<file path="config.mk">
export PLATFORM = sky130hd
export DESIGN_NAME = rr_mux_arbiter
export DESIGN_NICKNAME = d
export VERILOG_FILES = /design/src/rtl/rr_mux_arbiter.sv
export SDC_FILE = /design/constraint.sdc
export NUM_CORES = 1
export LEC_CHECK = 0
export CAP_MARGIN = 20
export CELL_PAD_IN_SITES_DETAIL_PLACEMENT = 1
export CELL_PAD_IN_SITES_GLOBAL_PLACEMENT = 2
export CORE_MARGIN = 4
export CORE_UTILIZATION = 27
export DETAILED_ROUTE_END_ITERATION = 10
export GPL_TIMING_DRIVEN = 0
export PLACE_DENSITY_LB_ADDON = 0.25
export SKIP_CTS_REPAIR_TIMING = 1
export SYNTH_ARGS = -nofsm -noshare
export SYNTH_HDL_FRONTEND = slang
export SYNTH_SLANG_ARGS = --single-unit
</file>
<file path="constraint.sdc">
create_clock -name clk -period 2.45 [get_ports clk]
set_input_delay 0.49 -clock clk [delete_from_list [all_inputs] [get_ports clk]]
set_output_delay 0.49 -clock clk [all_outputs]
set_load 0.02 [all_outputs]
</file>
<file path="src/rtl/rr_mux_arbiter.sv">
// Four-source round-robin arbiter with bounded bursts; registers the granted
// source's data onto a single shared output.
module rr_mux_arbiter #(
    parameter int unsigned WIDTH    = 8,
    parameter int unsigned MAX_HOLD = 4
) (
    input  logic               clk,
    input  logic               rst_n,
    input  logic [3:0]         req,
    input  logic [4*WIDTH-1:0] din,
    output logic [3:0]         gnt,
    output logic [1:0]         sel,
    output logic               busy,
    output logic [WIDTH-1:0]   dout,
    output logic               dout_valid
);

    localparam logic [3:0] HoldLim = 4'(MAX_HOLD);

    typedef enum logic [0:0] {StIdle, StGrant} state_e;

    state_e           state_q, state_d;
    logic [1:0]       ptr_q, ptr_d;
    logic [1:0]       g_q, g_d;
    logic [3:0]       cnt_q, cnt_d;
    logic [3:0]       gnt_q, gnt_d;
    logic [1:0]       sel_q, sel_d;
    logic [WIDTH-1:0] dout_q, dout_d;
    logic             dout_valid_q, dout_valid_d;

    logic [WIDTH-1:0] src [4];
    logic             beat, expire, release_now;
    logic [1:0]       arb_ptr;
    logic [2:0]       arb_res;
    logic             win_found;
    logic [1:0]       win_idx;

    // Returns {found, index}: first requester in order p+1, p+2, p+3, p.
    function automatic logic [2:0] arbitrate(input logic [3:0] r, input logic [1:0] p);
        logic       found;
        logic [1:0] idx;
        logic [1:0] cand;
        found = 1'b0;
        idx   = 2'd0;
        for (int i = 1; i <= 4; i++) begin
            cand = p + 2'(i);
            if (!found && r[cand]) begin
                found = 1'b1;
                idx   = cand;
            end
        end
        return {found, idx};
    endfunction

    always_comb begin
        for (int k = 0; k < 4; k++) begin
            src[k] = din[k*WIDTH +: WIDTH];
        end
    end

    assign beat        = (state_q == StGrant) && req[g_q];
    assign expire      = beat && ((cnt_q + 4'd1) == HoldLim);
    assign release_now = (state_q == StGrant) && (!req[g_q] || expire);
    // On release the outgoing owner becomes the new pointer, so it ranks last.
    assign arb_ptr     = release_now ? g_q : ptr_q;
    assign arb_res     = arbitrate(req, arb_ptr);
    assign win_found   = arb_res[2];
    assign win_idx     = arb_res[1:0];

    // State register
    always_ff @(posedge clk or negedge rst_n) begin
        if (!rst_n) begin
            state_q      <= StIdle;
            ptr_q        <= 2'd3;
            g_q          <= 2'd0;
            cnt_q        <= 4'd0;
            gnt_q        <= 4'd0;
            sel_q        <= 2'd0;
            dout_q       <= '0;
            dout_valid_q <= 1'b0;
        end else begin
            state_q      <= state_d;
            ptr_q        <= ptr_d;
            g_q          <= g_d;
            cnt_q        <= cnt_d;
            gnt_q        <= gnt_d;
            sel_q        <= sel_d;
            dout_q       <= dout_d;
            dout_valid_q <= dout_valid_d;
        end
    end

    // Next-state logic
    always_comb begin
        state_d      = state_q;
        ptr_d        = ptr_q;
        g_d          = g_q;
        cnt_d        = cnt_q;
        gnt_d        = gnt_q;
        sel_d        = sel_q;
        dout_d       = dout_q;
        dout_valid_d = 1'b0;

        unique case (state_q)
            StIdle: begin
                if (win_found) begin
                    state_d = StGrant;
                    g_d     = win_idx;
                    gnt_d   = 4'b0001 << win_idx;
                    sel_d   = win_idx;
                    cnt_d   = 4'd0;
                end
            end
            StGrant: begin
                if (beat) begin
                    dout_d       = src[g_q];
                    dout_valid_d = 1'b1;
                    cnt_d        = cnt_q + 4'd1;
                end
                if (release_now) begin
                    ptr_d = g_q;
                    cnt_d = 4'd0;
                    if (win_found) begin
                        g_d   = win_idx;
                        gnt_d = 4'b0001 << win_idx;
                        sel_d = win_idx;
                    end else begin
                        state_d = StIdle;
                        gnt_d   = 4'd0;
                        sel_d   = 2'd0;
                    end
                end
            end
            default: state_d = StIdle;
        endcase
    end

    // Outputs come straight from registers; no req-to-output path.
    always_comb begin
        gnt        = gnt_q;
        sel        = sel_q;
        busy       = |gnt_q;
        dout       = dout_q;
        dout_valid = dout_valid_q;
    end

endmodule

</file>
==> results_dict.tcl <==
set metrics [dict create \
    fmax_mhz 434.7 \
    startpoint_type "register" \
    post-synth-top-count-cell "dfrtp_1" \
    vias 1113 \
    syn_nets 143 \
    fin_nets 204 \
    rows 25 \
    period_minus_slack_ps 2300 \
    post-route-period-util 0.9389 \
    synth_edf_count 0 \
    post_drt_wl_per_cell_um 16.43 \
    synth_area_leaders "dfrtp_1, mux4_2, mux2_2" \
    cp_cell_sequence "ha_1 -> nand4bb_2 -> a21oi_1 -> a311oi_4 -> mux2i_1 -> a211o_1 -> o31ai_2" \
    die_area_sq_um 6118 \
    hold_viol_final 0 \
    synth_top_cells_by_count "dfrtp_1, nand2_1, mux2_2, mux4_2, inv_1" \
    yosys_warnings 0 \
    clkSinkCount 24 \
    synth_area_per_cell_sq_um 12.80 \
    relSlewSlack 0.4740 \
    critPathMaxFanout 7 \
    ios 54 \
    die_h_um 78.22 \
    cts_tree "done" \
    cts_buffers 3 \
    crit_type "reg2reg" \
    vdd_drop_max_v 0.0005203 \
    ys_async_sr_fraction 1.000 \
    antenna_found_initial 0 \
    grt_pass1_wl_um 6313 \
    portBuffers 53 \
    yosysTopAreaCellShare 0.4135 \
    place.gp.congestion 0.7964 \
    cp_slowest_stage_delay_ps 450 \
    ys.flop_type "dfrtp_1" \
    dpl.hpwl_um 2971 \
    clockBufferDepth 2 \
    grt_max_degree 25 \
    finClkSkew_ps 1.900 \
    design_area_sq_um 2083 \
    worstPathRequired_ps 2630 \
    ys_seq_area_frac 0.4530 \
    core_sq_um 4755 \
    place_area_sq_um 1946 \
    power_leakage_uw 0.0008647 \
    cellPowerDensity_nw_per_um2 1194 \
    synth.cell_area_sq_um 1331 \
    drv_cap 0 \
    path_clk_slew_ps 80 \
    cts-root-buf "clkbuf_8" \
    first_pass_iters 4 \
    start_util 0.2800 \
    wl_um 3795 \
    cts_max_level 1 \
    drt_iter0_drc 31 \
    critPathArrivalTime_ps 2480 \
    post-synth-top-area-cell "dfrtp_1" \
    drc 0 \
    diodes 0 \
    crit_slowest_cell "a311oi_4" \
    drive_gt1_frac 0.2134 \
    grt_pass1_vias 1270 \
    synth_seq_cells 24 \
    viasPerCell 4.818 \
    track_usage 0.1296 \
    worst_pin_slew_ps 780.7 \
    p_total_uw 2487 \
    outcome "complete, no violations" \
    setup_viol 0 \
    insertion_delay_ps 260 \
    endpoint_kind "register" \
    dieWidth_um 78.22 \
    slew_violations 0 \
    synth_cells 104 \
    synth_cell_type_count 38 \
    syn_to_final_growth_pct 56.49 \
    ant_nets 0 \
    gr-total-overflow 0 \
    hold_class "in2async" \
]
==> cells in the final DEF, fill, tap and decap left out, types with 3 or more instances in the layout <==
master           count
clkdlybuf4s50_1     49
dfrtp_1             22
nand2_1             11
mux4_2               9
mux2_2               9
inv_1                6
nor2_1               4
o21ai_0              4
dlymetal6s2s_1       4
a32o_1               3
clkbuf_8             3
==> routing by layer <==
metal	vias up	track usage	wire (um)
met2	16	0.2449	2098
met3	2	0.02867	103
met5	-	0	0
met4	0	0.03147	29
met1	572	0.1468	1563
li1	523	-	-
==> stage by stage <==
step                setup TNS [ps]    util  setup WS [ps]  hold slack [ps]  std cells
floorplan                        0       -          257.8            194.4        104
global placement             -5903  0.4092         -512.0            489.2        224
detailed placement           -6690  0.4092         -576.5            493.0        224
CTS                          -1792  0.4242         -288.5            514.4        228
global route                -7.544  0.4382         -3.872            512.4        231
finish                           0  0.4382          149.7            500.5        231
==> worst paths after layout <==
check / start / endpoint / slack (ps) / cells past startpoint
min in group clk: dout[0] / dout[0] / 510 / 1
max reg2reg: cnt_q[0] / gnt[0] / 150 / 7
max: cnt_q[0] / gnt[0] / 150 / 7
min reg2reg: dout[0] / dout[0] / 510 / 1
max in group asynchronous: rst_n / ptr_q[0] / 1450 / 2
min: rst_n / dout_valid / 500 / 1
==> final cells by class <==
type | instances | area, sq um
Clock buffer | 3 | 41.29
Fill cell | 508 | 2671
Multi-Input combinational cell | 71 | 705.7
Sequential cell | 24 | 603.1
Tap cell | 67 | 83.83
Inverter | 6 | 22.52
Timing Repair Buffer | 56 | 583.1
Buffer | 3 | 13.76
Clock inverter | 1 | 30.03
==> state kept, by name, indices dropped and copies added, names as in the netlist <==
register,count
ptr_q,2
dout,8
state_q,1
cnt_q,4
gnt,4
g_q,2
dout_valid,1
sel,2
==> report_power, final <==
part           leakage (uW)  total [uW]  internal, uW  switching, uW
Sequential         0.000290         691           581            110
Combinational      0.000539        1450           746            705
Clock             0.0000357         345           218            127
Total              0.000865        2490          1550            942
==> worst max-delay path: cells and delay by family, from the launching register on <==
kind / cells / cell delay, ps
compound gates: 4 / 1170
mux: 1 / 180
simple gates: 1 / 180
fa+ha+maj: 1 / 260
flops: 1 / 420
==> cell families (layout without fill, tap and decap cells) <==
logic type / count (synthesis) / in the layout / synth area share
AOI/OAI and AO/OA: 25 / 25 / 0.1645
xor gates and xnor gates: 1 / 1 / 0.006580
adders and majority gates: 1 / 1 / 0.009397
buffers and inverters: 9 / 69 / 0.02631
DFF: 24 / 24 / 0.4530
muxes: 19 / 19 / 0.2359
and+or+nand+nor: 25 / 25 / 0.1043
Note: power is estimated with default switching activity, not from simulation.
